<file path="src/rtl/conv_tile_sequencer.sv">
// Convolution tile sequencer: walks filters, output tiles, channels and filter taps, emitting the
// dnn_hw_top command stream and SRAM addresses. Define CONV_SEQ_PERF_EN for perf counters.
module conv_tile_sequencer #(
    parameter int unsigned X_DIM       = 4,
    parameter int unsigned Y_DIM       = 4,
    parameter int unsigned DIM_W       = 10,
    parameter int unsigned ADDR_W      = 20,
    parameter int unsigned EXEC_CYCLES = 27
) (
    input  logic              clk,
    input  logic              rst,
    input  logic              start,
    input  logic [DIM_W-1:0]  cfg_actn_h,
    input  logic [DIM_W-1:0]  cfg_actn_w,
    input  logic [DIM_W-1:0]  cfg_actn_c,
    input  logic [DIM_W-1:0]  cfg_filt_h,
    input  logic [DIM_W-1:0]  cfg_filt_w,
    input  logic [DIM_W-1:0]  cfg_num_filt,
    input  logic [2:0]        cfg_stride,
    output logic              busy,
    output logic              done,
    output logic [2:0]        fsm_cmd,
    output logic              pe_start,
    output logic [ADDR_W-1:0] wt_addr,
    output logic [ADDR_W-1:0] if_base_addr,
    output logic [X_DIM-1:0]  if_lane_mask,
    output logic              acc_clr,
    output logic              tile_valid,
    input  logic              tile_ready,
    output logic [DIM_W-1:0]  tile_n,
    output logic [DIM_W-1:0]  tile_oy,
    output logic [DIM_W-1:0]  tile_ox,
    output logic [Y_DIM-1:0]  tile_row_mask,
    output logic [X_DIM-1:0]  tile_col_mask
`ifdef CONV_SEQ_PERF_EN
    ,
    output logic [31:0]       perf_cycles,
    output logic [31:0]       perf_taps
`endif
);

    localparam logic [2:0] CMD_DEFAULT = 3'b001;
    localparam logic [2:0] CMD_LD_WT   = 3'b010;
    localparam logic [2:0] CMD_LD_IFB  = 3'b011;
    localparam logic [2:0] CMD_LD_IFP  = 3'b100;
    localparam logic [2:0] CMD_EXEC    = 3'b101;
    localparam logic [2:0] CMD_UNLD    = 3'b110;

    localparam int unsigned CYC_W  = $clog2(EXEC_CYCLES > 3 ? EXEC_CYCLES : 3);
    localparam int unsigned BEAT_W = $clog2(Y_DIM + 1);
    localparam int unsigned EXT_W  = DIM_W + 1;

    typedef enum logic [3:0] {
        StIdle, StCfg, StGap, StWt, StIfb, StIfp, StExe, StPost, StUnl, StSet, StTile, StDone
    } state_e;

    state_e state_q, state_d;

    logic [DIM_W-1:0]  h_q, w_q, c_q, fh_q, fw_q, nf_q, oh_q, ow_q;
    logic [2:0]        s_q;
    logic [DIM_W-1:0]  n_q, oy_q, ox_q, ci_q, fwi_q, fhi_q;
    logic [CYC_W-1:0]  cyc_q, len;
    logic [BEAT_W-1:0] beat_q;
    logic [DIM_W-1:0]  oh_calc, ow_calc;
    logic [ADDR_W-1:0] a_row, wt_calc, if_calc;
    logic beat_state, run_state, cyc_last, beat_last, step_end, row_ok, cfg_zero;
    logic fh_last, fw_last, c_last, tap_last, x_last, y_last, n_last, tile_last;

    always_comb begin
        len = CYC_W'(1);
        unique case (state_q)
            StGap, StSet, StIfb: len = CYC_W'(2);
            StIfp, StUnl:        len = CYC_W'(3);
            StExe:               len = CYC_W'(EXEC_CYCLES);
            default:             len = CYC_W'(1);
        endcase
        beat_state = (state_q == StIfb) || (state_q == StIfp) || (state_q == StUnl);
        run_state  = (state_q >= StGap) && (state_q <= StSet);
        cyc_last   = (cyc_q == len - CYC_W'(1));
        beat_last  = (beat_q == BEAT_W'(Y_DIM));
        step_end   = cyc_last && (!beat_state || beat_last);

        fh_last   = (fhi_q == fh_q - DIM_W'(1));
        fw_last   = (fwi_q == fw_q - DIM_W'(1));
        c_last    = (ci_q == c_q - DIM_W'(1));
        tap_last  = fh_last && fw_last && c_last;
        x_last    = ({1'b0, ox_q} + EXT_W'(X_DIM)) >= {1'b0, ow_q};
        y_last    = ({1'b0, oy_q} + EXT_W'(Y_DIM)) >= {1'b0, oh_q};
        n_last    = (n_q == nf_q - DIM_W'(1));
        tile_last = x_last && y_last && n_last;

        // Degenerate dimensions would underflow the loop bounds, so they also yield no tiles.
        cfg_zero = (fh_q > h_q) || (fw_q > w_q) || (fh_q == '0) || (fw_q == '0) ||
                   (c_q == '0) || (nf_q == '0);
        oh_calc  = (h_q - fh_q) / DIM_W'(s_q) + DIM_W'(1);
        ow_calc  = (w_q - fw_q) / DIM_W'(s_q) + DIM_W'(1);

        state_d = state_q;
        unique case (state_q)
            StIdle:  if (start) state_d = StCfg;
            StCfg:   state_d = cfg_zero ? StDone : StGap;
            StGap:   if (step_end) state_d = StWt;
            StWt:    if (step_end) state_d = StIfb;
            StIfb:   if (step_end) state_d = StIfp;
            StIfp:   if (step_end) state_d = StExe;
            StExe:   if (step_end) state_d = StPost;
            StPost:  if (step_end) state_d = StUnl;
            StUnl:   if (step_end) state_d = StSet;
            StSet:   if (step_end) state_d = tap_last ? StTile : StGap;
            StTile:  if (tile_ready) state_d = tile_last ? StDone : StGap;
            StDone:  state_d = StIdle;
            default: state_d = StIdle;
        endcase
    end

    always_comb begin
        for (int j = 0; j < X_DIM; j++) begin
            tile_col_mask[j] = ({1'b0, ox_q} + EXT_W'(j)) < {1'b0, ow_q};
        end
        for (int i = 0; i < Y_DIM; i++) begin
            tile_row_mask[i] = ({1'b0, oy_q} + EXT_W'(i)) < {1'b0, oh_q};
        end
        row_ok  = ({1'b0, oy_q} + EXT_W'(beat_q)) < {1'b0, oh_q};
        a_row   = (ADDR_W'(oy_q) + ADDR_W'(beat_q)) * ADDR_W'(s_q) + ADDR_W'(fhi_q);
        if_calc = ADDR_W'(ci_q) * ADDR_W'(h_q) * ADDR_W'(w_q) + a_row * ADDR_W'(w_q) +
                  ADDR_W'(ox_q) * ADDR_W'(s_q) + ADDR_W'(fwi_q);
        wt_calc = (ADDR_W'(n_q) * ADDR_W'(c_q) + ADDR_W'(ci_q)) * ADDR_W'(fh_q) * ADDR_W'(fw_q) +
                  ADDR_W'(fwi_q) * ADDR_W'(fh_q) + ADDR_W'(fhi_q);
    end

    always_comb begin
        fsm_cmd      = CMD_DEFAULT;
        busy         = (state_q != StIdle);
        done         = (state_q == StDone);
        pe_start     = (state_q == StGap) && (cyc_q == '0);
        acc_clr      = run_state && (ci_q == '0) && (fwi_q == '0) && (fhi_q == '0);
        tile_valid   = (state_q == StTile);
        wt_addr      = '0;
        if_base_addr = '0;
        if_lane_mask = '0;
        unique case (state_q)
            StWt: begin
                fsm_cmd = CMD_LD_WT;
                wt_addr = wt_calc;
            end
            StIfb: begin
                fsm_cmd = CMD_LD_IFB;
                if (!beat_last) begin
                    if_base_addr = if_calc;
                    if_lane_mask = row_ok ? tile_col_mask : '0;
                end
            end
            StIfp:   fsm_cmd = CMD_LD_IFP;
            StExe:   fsm_cmd = CMD_EXEC;
            StUnl:   fsm_cmd = CMD_UNLD;
            default: fsm_cmd = CMD_DEFAULT;
        endcase
    end

    assign tile_n  = n_q;
    assign tile_oy = oy_q;
    assign tile_ox = ox_q;

    always_ff @(posedge clk or posedge rst) begin
        if (rst) begin
            state_q <= StIdle;
            h_q  <= '0; w_q  <= '0; c_q  <= '0; fh_q <= '0; fw_q <= '0; nf_q <= '0;
            oh_q <= '0; ow_q <= '0; s_q  <= 3'd1;
            n_q  <= '0; oy_q <= '0; ox_q <= '0; ci_q <= '0; fwi_q <= '0; fhi_q <= '0;
            cyc_q <= '0; beat_q <= '0;
        end else begin
            state_q <= state_d;
            if (state_q == StIdle && start) begin
                h_q  <= cfg_actn_h;
                w_q  <= cfg_actn_w;
                c_q  <= cfg_actn_c;
                fh_q <= cfg_filt_h;
                fw_q <= cfg_filt_w;
                nf_q <= cfg_num_filt;
                s_q  <= (cfg_stride == 3'd0) ? 3'd1 : cfg_stride;
                n_q  <= '0; oy_q <= '0; ox_q <= '0; ci_q <= '0; fwi_q <= '0; fhi_q <= '0;
                cyc_q <= '0; beat_q <= '0;
            end
            if (state_q == StCfg) begin
                oh_q <= oh_calc;
                ow_q <= ow_calc;
            end
            if (run_state) begin
                if (cyc_last) begin
                    cyc_q <= '0;
                    if (beat_state) beat_q <= beat_last ? '0 : beat_q + BEAT_W'(1);
                end else begin
                    cyc_q <= cyc_q + CYC_W'(1);
                end
            end
            // Tap order, innermost first: fh, fw, c.
            if (state_q == StSet && step_end) begin
                if (fh_last) begin
                    fhi_q <= '0;
                    if (fw_last) begin
                        fwi_q <= '0;
                        ci_q  <= c_last ? '0 : ci_q + DIM_W'(1);
                    end else begin
                        fwi_q <= fwi_q + DIM_W'(1);
                    end
                end else begin
                    fhi_q <= fhi_q + DIM_W'(1);
                end
            end
            if (state_q == StTile && tile_ready && !tile_last) begin
                if (x_last) begin
                    ox_q <= '0;
                    if (y_last) begin
                        oy_q <= '0;
                        n_q  <= n_q + DIM_W'(1);
                    end else begin
                        oy_q <= oy_q + DIM_W'(Y_DIM);
                    end
                end else begin
                    ox_q <= ox_q + DIM_W'(X_DIM);
                end
            end
        end
    end

`ifdef CONV_SEQ_PERF_EN
    logic [31:0] perf_cycles_q, perf_taps_q;

    always_ff @(posedge clk or posedge rst) begin
        if (rst) begin
            perf_cycles_q <= '0;
            perf_taps_q   <= '0;
        end else if (state_q == StIdle && start) begin
            perf_cycles_q <= '0;
            perf_taps_q   <= '0;
        end else begin
            if (busy && perf_cycles_q != '1) perf_cycles_q <= perf_cycles_q + 32'd1;
            if (state_q == StSet && step_end && perf_taps_q != '1) perf_taps_q <= perf_taps_q + 32'd1;
        end
    end

    assign perf_cycles = perf_cycles_q;
    assign perf_taps   = perf_taps_q;
`endif

endmodule

</file>
<file path="config.mk">
export PLATFORM = sky130hd
export DESIGN_NAME = conv_tile_sequencer
export DESIGN_NICKNAME = d
export VERILOG_FILES = /design/src/rtl/conv_tile_sequencer.sv
export SDC_FILE = /design/constraint.sdc
export NUM_CORES = 2
export LEC_CHECK = 0
export BUFFER_PORTS_ARGS = -buffer_cell sky130_fd_sc_hd__buf_2
export CORE_ASPECT_RATIO = 0.5
export CORE_MARGIN = 3
export CORE_UTILIZATION = 50
export DETAILED_ROUTE_END_ITERATION = 6
export PLACE_DENSITY = 0.66
export SETUP_SLACK_MARGIN = 0.5
export SKIP_CTS_REPAIR_TIMING = 1
export SYNTH_ARGS = -nofsm -noshare
export SYNTH_HDL_FRONTEND = slang
export SYNTH_SLANG_ARGS = --single-unit
</file>
<file path="constraint.sdc">
create_clock -name clk -period 25.7 [get_ports clk]
set_input_delay 1.285 -clock clk [delete_from_list [all_inputs] [get_ports clk]]
set_output_delay 1.285 -clock clk [all_outputs]
set_load 0.02 [all_outputs]
</file>
[After elaboration in Yosys (flattened, before gate mapping)]
Cells that the tools add are included.
Operators by class
  $add $sub $neg: 34
  $mul: 9
  divide/modulo/power cells: 2
  order comparisons: 15
  equality and inequality tests: 27
  multiplexer cells: 53
  reductions and logical operators: 41
Operators with widths (count)
  10-bit 2-to-1 mux: 22
  11-bit by 10-bit less-than comparator with 1-bit output: 7
  10-bit zero test: 7
  4-bit 2-to-1 mux: 16
  10-bit by 1-bit adder with 10-bit output (second input constant): 6
  20-bit by 10-bit adder with 20-bit output: 3
  10-bit by 10-bit multiplier with 20-bit output: 3
  20-bit by 10-bit multiplier with 20-bit output: 3
  20-bit 2-to-1 mux: 3
  10-bit by 2-bit adder with 11-bit output (second input constant): 4
  4-bit one-hot mux with 11 select lines: 1
  20-bit adder: 2
  10-bit == test: 4
  10-bit by 1-bit subtractor with 10-bit output (second input constant): 4
  10-bit by 1-bit adder with 11-bit output (second input constant): 2
  10-bit by 3-bit adder with 11-bit output: 2
  10-bit by 3-bit adder with 11-bit output (second input constant): 2
  11-bit by 10-bit >= comparator with 1-bit output: 2
  10-bit by 3-bit adder with 10-bit output (second input constant): 2
  20-bit by 13-bit adder with 20-bit output: 1
  10-bit by 3-bit divider with 10-bit output: 2
  10-bit > comparator: 2
  10-bit less-than comparator: 2
  15-bit by 10-bit multiplier with 20-bit output: 1
  32 further kinds: 78
Storage, ports and cells
  register bits after elaboration: 155
  input bits: 67
  output and inout bits: 90
  word-level logic and storage cells: 199

[Depth between registers and ports, before layout]
  depth in word-level cells: 9
  mapped depth: 96
  mapped depth without buffers: 87

[Worst setup path after synthesis]
OpenSTA, ideal clock, no wires.
  kind: flip-flop to flip-flop
  start point: register fh_q[2]
  end point: register oh_q[1]
  library setup time: 0.125 ns
  arrival: 16.208 ns
  required time: 25.575 ns
  setup slack: 9.367 ns
  stages on the path, launching flop included: 89
  path buffers: 9
  clock period less this slack: 16.333 ns
  path through: dfrtp_1 > clkbuf_1 > inv_1 > ha_1 > o21ai_0 > a21oi_2 > o221ai_1 > a31oi_2 > xor2_1 > ha_1 > o21a_1 > nor2_1 > a21oi_1 > ha_1 > o21a_1 > o21ai_1 > buf_2 > nand3_1 > [... 53 more ...] > o21ai_0 > nand2b_1 > nor2_1 > mux2i_2 > or4_1 > buf_4 > nor2_1 > a21oi_1 > ha_1 > a21o_1 > a21oi_1 > o21ai_0 > a21oi_1 > o221ai_1 > nor4_4 > inv_1 > ha_1 > mux2_2
Between the ends
  cells in the longest elaborated chain, start to end: 3
Ends and longest elaborated chain
  start, declared: line 59  | logic [DIM_W-1:0] h_q, w_q, c_q, fh_q, fw_q, nf_q, oh_q, ow_q;
  start signal, assigned: line 177  | fh_q <= cfg_filt_h;
  10-bit subtractor: line 95  | oh_calc = (h_q - fh_q) / DIM_W'(s_q) + DIM_W'(1);
  10-bit by 3-bit divider with 10-bit output: line 95
  10-bit by 1-bit adder with 10-bit output: line 95
  via oh_calc[1]: line 64  | logic [DIM_W-1:0] oh_calc, ow_calc;
  end signal, assigned: line 185  | oh_q <= oh_calc;
  end, declared: line 59
The timed path passes the listed nets, and every way through them passes these cells.
A chain may end at the register's enable or synchronous reset.

[Worst setup path in the final report]
  start point: register fh_q[6]
  end point: register oh_q[8]
Between the ends
  cells in the longest elaborated chain, start to end: 3
Ends and longest elaborated chain (line)
  10-bit subtractor: 95
  10-bit by 3-bit divider with 10-bit output: 95
  10-bit by 1-bit adder with 10-bit output: 95
Every way passes these cells.

==> impl_metrics.py <==
metrics = {
    "cts": {
        "cts_tree": "built",
        "htreeDepth": 4,
        "cts_sinks": 153,
        "clock_latency_ns": 0.51,
        "numCtsBuffers": 17,
        "clk_pin_slew_worst_paths_ns": 0.08,
        "cts-root-buf": "clkbuf_16",
        "clockBufferDepth": 2,
    },
    "global_routing": {
        "antenna_found_initial": 4,
        "grt.overflow.total": 0,
        "grt_pass1_vias": 37779,
        "grt_max_degree": 87,
        "grt_pass1_wl_um": 212300,
        "grt_use_total_pct": 28.53,
    },
    "hold_path": {
        "min_path_cells": 2,
        "min_to": "oh_q[2]$_DFFE_PP0P_",
        "worstHoldStart": "oh_q[2]$_DFFE_PP0P_",
        "hold_class": "flip-flop to flip-flop",
    },
    "route": {
        "drcViolationCount": 0,
        "dr.pass1.iters": 6,
        "wl_per_cell_um": 19.91,
        "drt-initial-drc-count": 2695,
        "num_vias": 37089,
        "vias_per_cell": 5.572,
        "ant_nets": 0,
        "wl_um": 132500,
    },
    "critical_path": {
        "crit_arrival_ns": 20.72,
        "worst-setup-path-type": "flip-flop to flip-flop",
        "timing.rr.end": "oh_q[8]$_DFFE_PP0P_",
        "cp-start-kind": "flip-flop",
        "critPathRequiredTime_ns": 26.06,
        "end_kind": "flip-flop",
        "cpPeakStageDelay_ns": 0.78,
        "critPathMostFrequentCell": "o21ai_0",
        "rrSetupSlack_ns": 5.34,
        "cp_max_fo": 23,
        "r2r_start": "fh_q[6]$_DFFE_PP0P_",
        "reg2regPathDepth": 84,
        "cp_slowest_cell": "dfrtp_1",
    },
    "synthesis": {
        "avgSynthCellArea_um2": 8.417,
        "synthTopCellsByCount": "inv_1, fa_1, nand2_1",
        "ys.flop_type": "dfrtp_1",
        "synth_area_mm2": 0.04572,
        "netlist.area_leader.share_pct": 32.01,
        "ys_warn_count": 0,
        "ys_seq_area_share_pct": 8.377,
        "ys_seq_elements": 153,
        "synthTopCellsByArea": "fa_1, ha_1, dfrtp_1",
        "async_reset_ff_share_pct": 100.0,
        "synth_edf_count": 0,
        "yosys.area.top_type": "fa_1",
        "synth_most_common_cell": "inv_1",
        "ys_types": 103,
        "synthCells": 5432,
    },
    "sta": {
        "tns_ns": 0,
        "hold_viol": 0,
        "holdWs_ns": 0.4839,
        "period_needed_ns": 20.36,
        "post-route-period-util_pct": 79.22,
        "rsz0062_at_grt": "no",
        "tightest_slew_ns": 1.233,
        "final-setup-viol-count": 0,
        "maxSlewViolCount": 0,
        "skew_ns": 0.02619,
        "fmax_mhz": 49.12,
        "slew_headroom_pct": 17.52,
    },
    "floorplanning": {
        "die_h_um": 219.8,
        "fp.dieArea_mm2": 0.09533,
        "dieWidth_um": 433.6,
        "pin_count": 157,
        "rows": 77,
        "core_mm2": 0.08950,
        "start_util_pct": 51.08,
    },
    "layout": {
        "area_growth_pct": 5.501,
        "fin_cells": 6656,
        "num-fill-cells": 8230,
        "layout-drive-gt1-share_pct": 5.669,
        "nets": 6775,
    },
    "place": {
        "place_hpwl_um": 108400,
        "dp.cells": 6621,
        "port_buffers": 154,
        "place_congestion": 0.9208,
    },
    "flow_run": {
        "drv_cap": 0,
    },
    "outcome": {
        "status": "finished clean",
    },
}
==> sequential cells by signal, summed over array words and instances (netlist names) <==
name and count:
oh_q 10, tile_ox 8, beat_q 3, ci_q 10
c_q 10, w_q 10, s_q 3, state_q 4
ow_q 10, h_q 10, fhi_q 10, cyc_q 5
nf_q 10, tile_n 10, tile_oy 10, fh_q 10
fw_q 10, fwi_q 10
==> cell type report <==
| type | count | area [um^2] | area share [%] |
|---|---|---|---|
| clock buffers | 17 | 425.4 | 0.8819 |
| repair buffers | 211 | 1199 | 2.485 |
| clock inverters | 15 | 186.4 | 0.3865 |
| well taps | 1185 | 1483 | 3.074 |
| diodes | 3 | 7.507 | 0.01556 |
| multi-input cells | 4105 | 37470 | 77.68 |
| inverters | 967 | 3635 | 7.535 |
| flip-flops and latches | 153 | 3830 | 7.940 |
==> critical path: cells and delay by family, from the launching register on <==
kind	cells	cell delay, ns
simple gates	25	6.05
fa+ha+maj	12	3.96
xor+xnor	2	0.37
mux	4	1.20
buf+inv	3	0.72
flops	1	0.78
compound gates	38	7.12
==> worst max-delay path by stage <==
stage                           to  slack, ns                 from
2_1_floorplan  oh_q[1]$_DFFE_PP0P_       9.37  fh_q[2]$_DFFE_PP0P_
3_3_place_gp   oh_q[4]$_DFFE_PP0P_       6.20  fh_q[6]$_DFFE_PP0P_
3_5_place_dp   oh_q[8]$_DFFE_PP0P_       5.67  fh_q[6]$_DFFE_PP0P_
4_1_cts        oh_q[8]$_DFFE_PP0P_       5.57  fh_q[6]$_DFFE_PP0P_
5_1_grt        oh_q[4]$_DFFE_PP0P_       3.38  fh_q[6]$_DFFE_PP0P_
6_report       oh_q[8]$_DFFE_PP0P_       5.34  fh_q[6]$_DFFE_PP0P_
==> cell families (layout without fill, tap and decap cells) <==
logic type | count (synthesis) | after routing | synth area share, %
simple gates | 1866 | 1866 | 19.98
buf+inv | 1179 | 1210 | 9.748
fa+ha+maj | 1253 | 1253 | 46.29
mux | 34 | 34 | 0.8484
other cells | 1 | 9 | 0.008202
compound gates | 652 | 652 | 8.965
flops | 153 | 153 | 8.377
xor+xnor | 294 | 294 | 5.783
==> placed cells by master (no fill, tap or decap), types with 10 or more instances in the layout <==
| master | count |
|---|---|
| nor3_1 | 75 |
| a21boi_0 | 11 |
| a21o_1 | 32 |
| mux2i_1 | 15 |
| or2_2 | 17 |
| ha_1 | 522 |
| xor2_1 | 87 |
| nor4_1 | 13 |
| and2_1 | 426 |
| o21ai_1 | 10 |
| mux2_2 | 14 |
| dfrtp_1 | 152 |
| nor2b_1 | 50 |
| nand2b_1 | 78 |
| a211oi_1 | 11 |
| o31ai_1 | 26 |
| buf_2 | 154 |
| o21a_1 | 38 |
| a31oi_1 | 17 |
| fa_1 | 731 |
| o211ai_1 | 14 |
| buf_4 | 57 |
| nand2_1 | 721 |
| nand4_1 | 27 |
| nand3_1 | 69 |
| inv_1 | 961 |
| nor2_1 | 274 |
| and3_1 | 52 |
| o21bai_1 | 30 |
| or3_1 | 13 |
| clkbuf_16 | 17 |
| xnor2_1 | 201 |
| a21oi_1 | 149 |
| o21ai_0 | 226 |
==> metrics by stage <==
| step | setup WS (ns) | instance area, um^2 | util [%] |
|---|---|---|---|
| after global routing | 3.384 | 48230 | 53.89 |
| after CTS | 5.566 | 48230 | 53.88 |
| after floorplan | 9.367 | 45740 | - |
| final | 5.342 | 48240 | 53.89 |
| after global placement | 6.196 | 47620 | 53.20 |
| after detailed placement | 5.667 | 47620 | 53.20 |
==> metal layers <==
layer / vias to the layer above / share of wire (%) / track usage, %
met3: 174 / 7.5 / 4.925
met4: 4 / 2.5 / 8.029
met2: 1222 / 45 / 44.83
li1: 17048 / - / -
met5: - / 0.020 / 0
met1: 18641 / 45 / 40.64
Power is not shown: default switching activity piles up to over one toggle a cycle in this logic, so the estimate is an artifact.
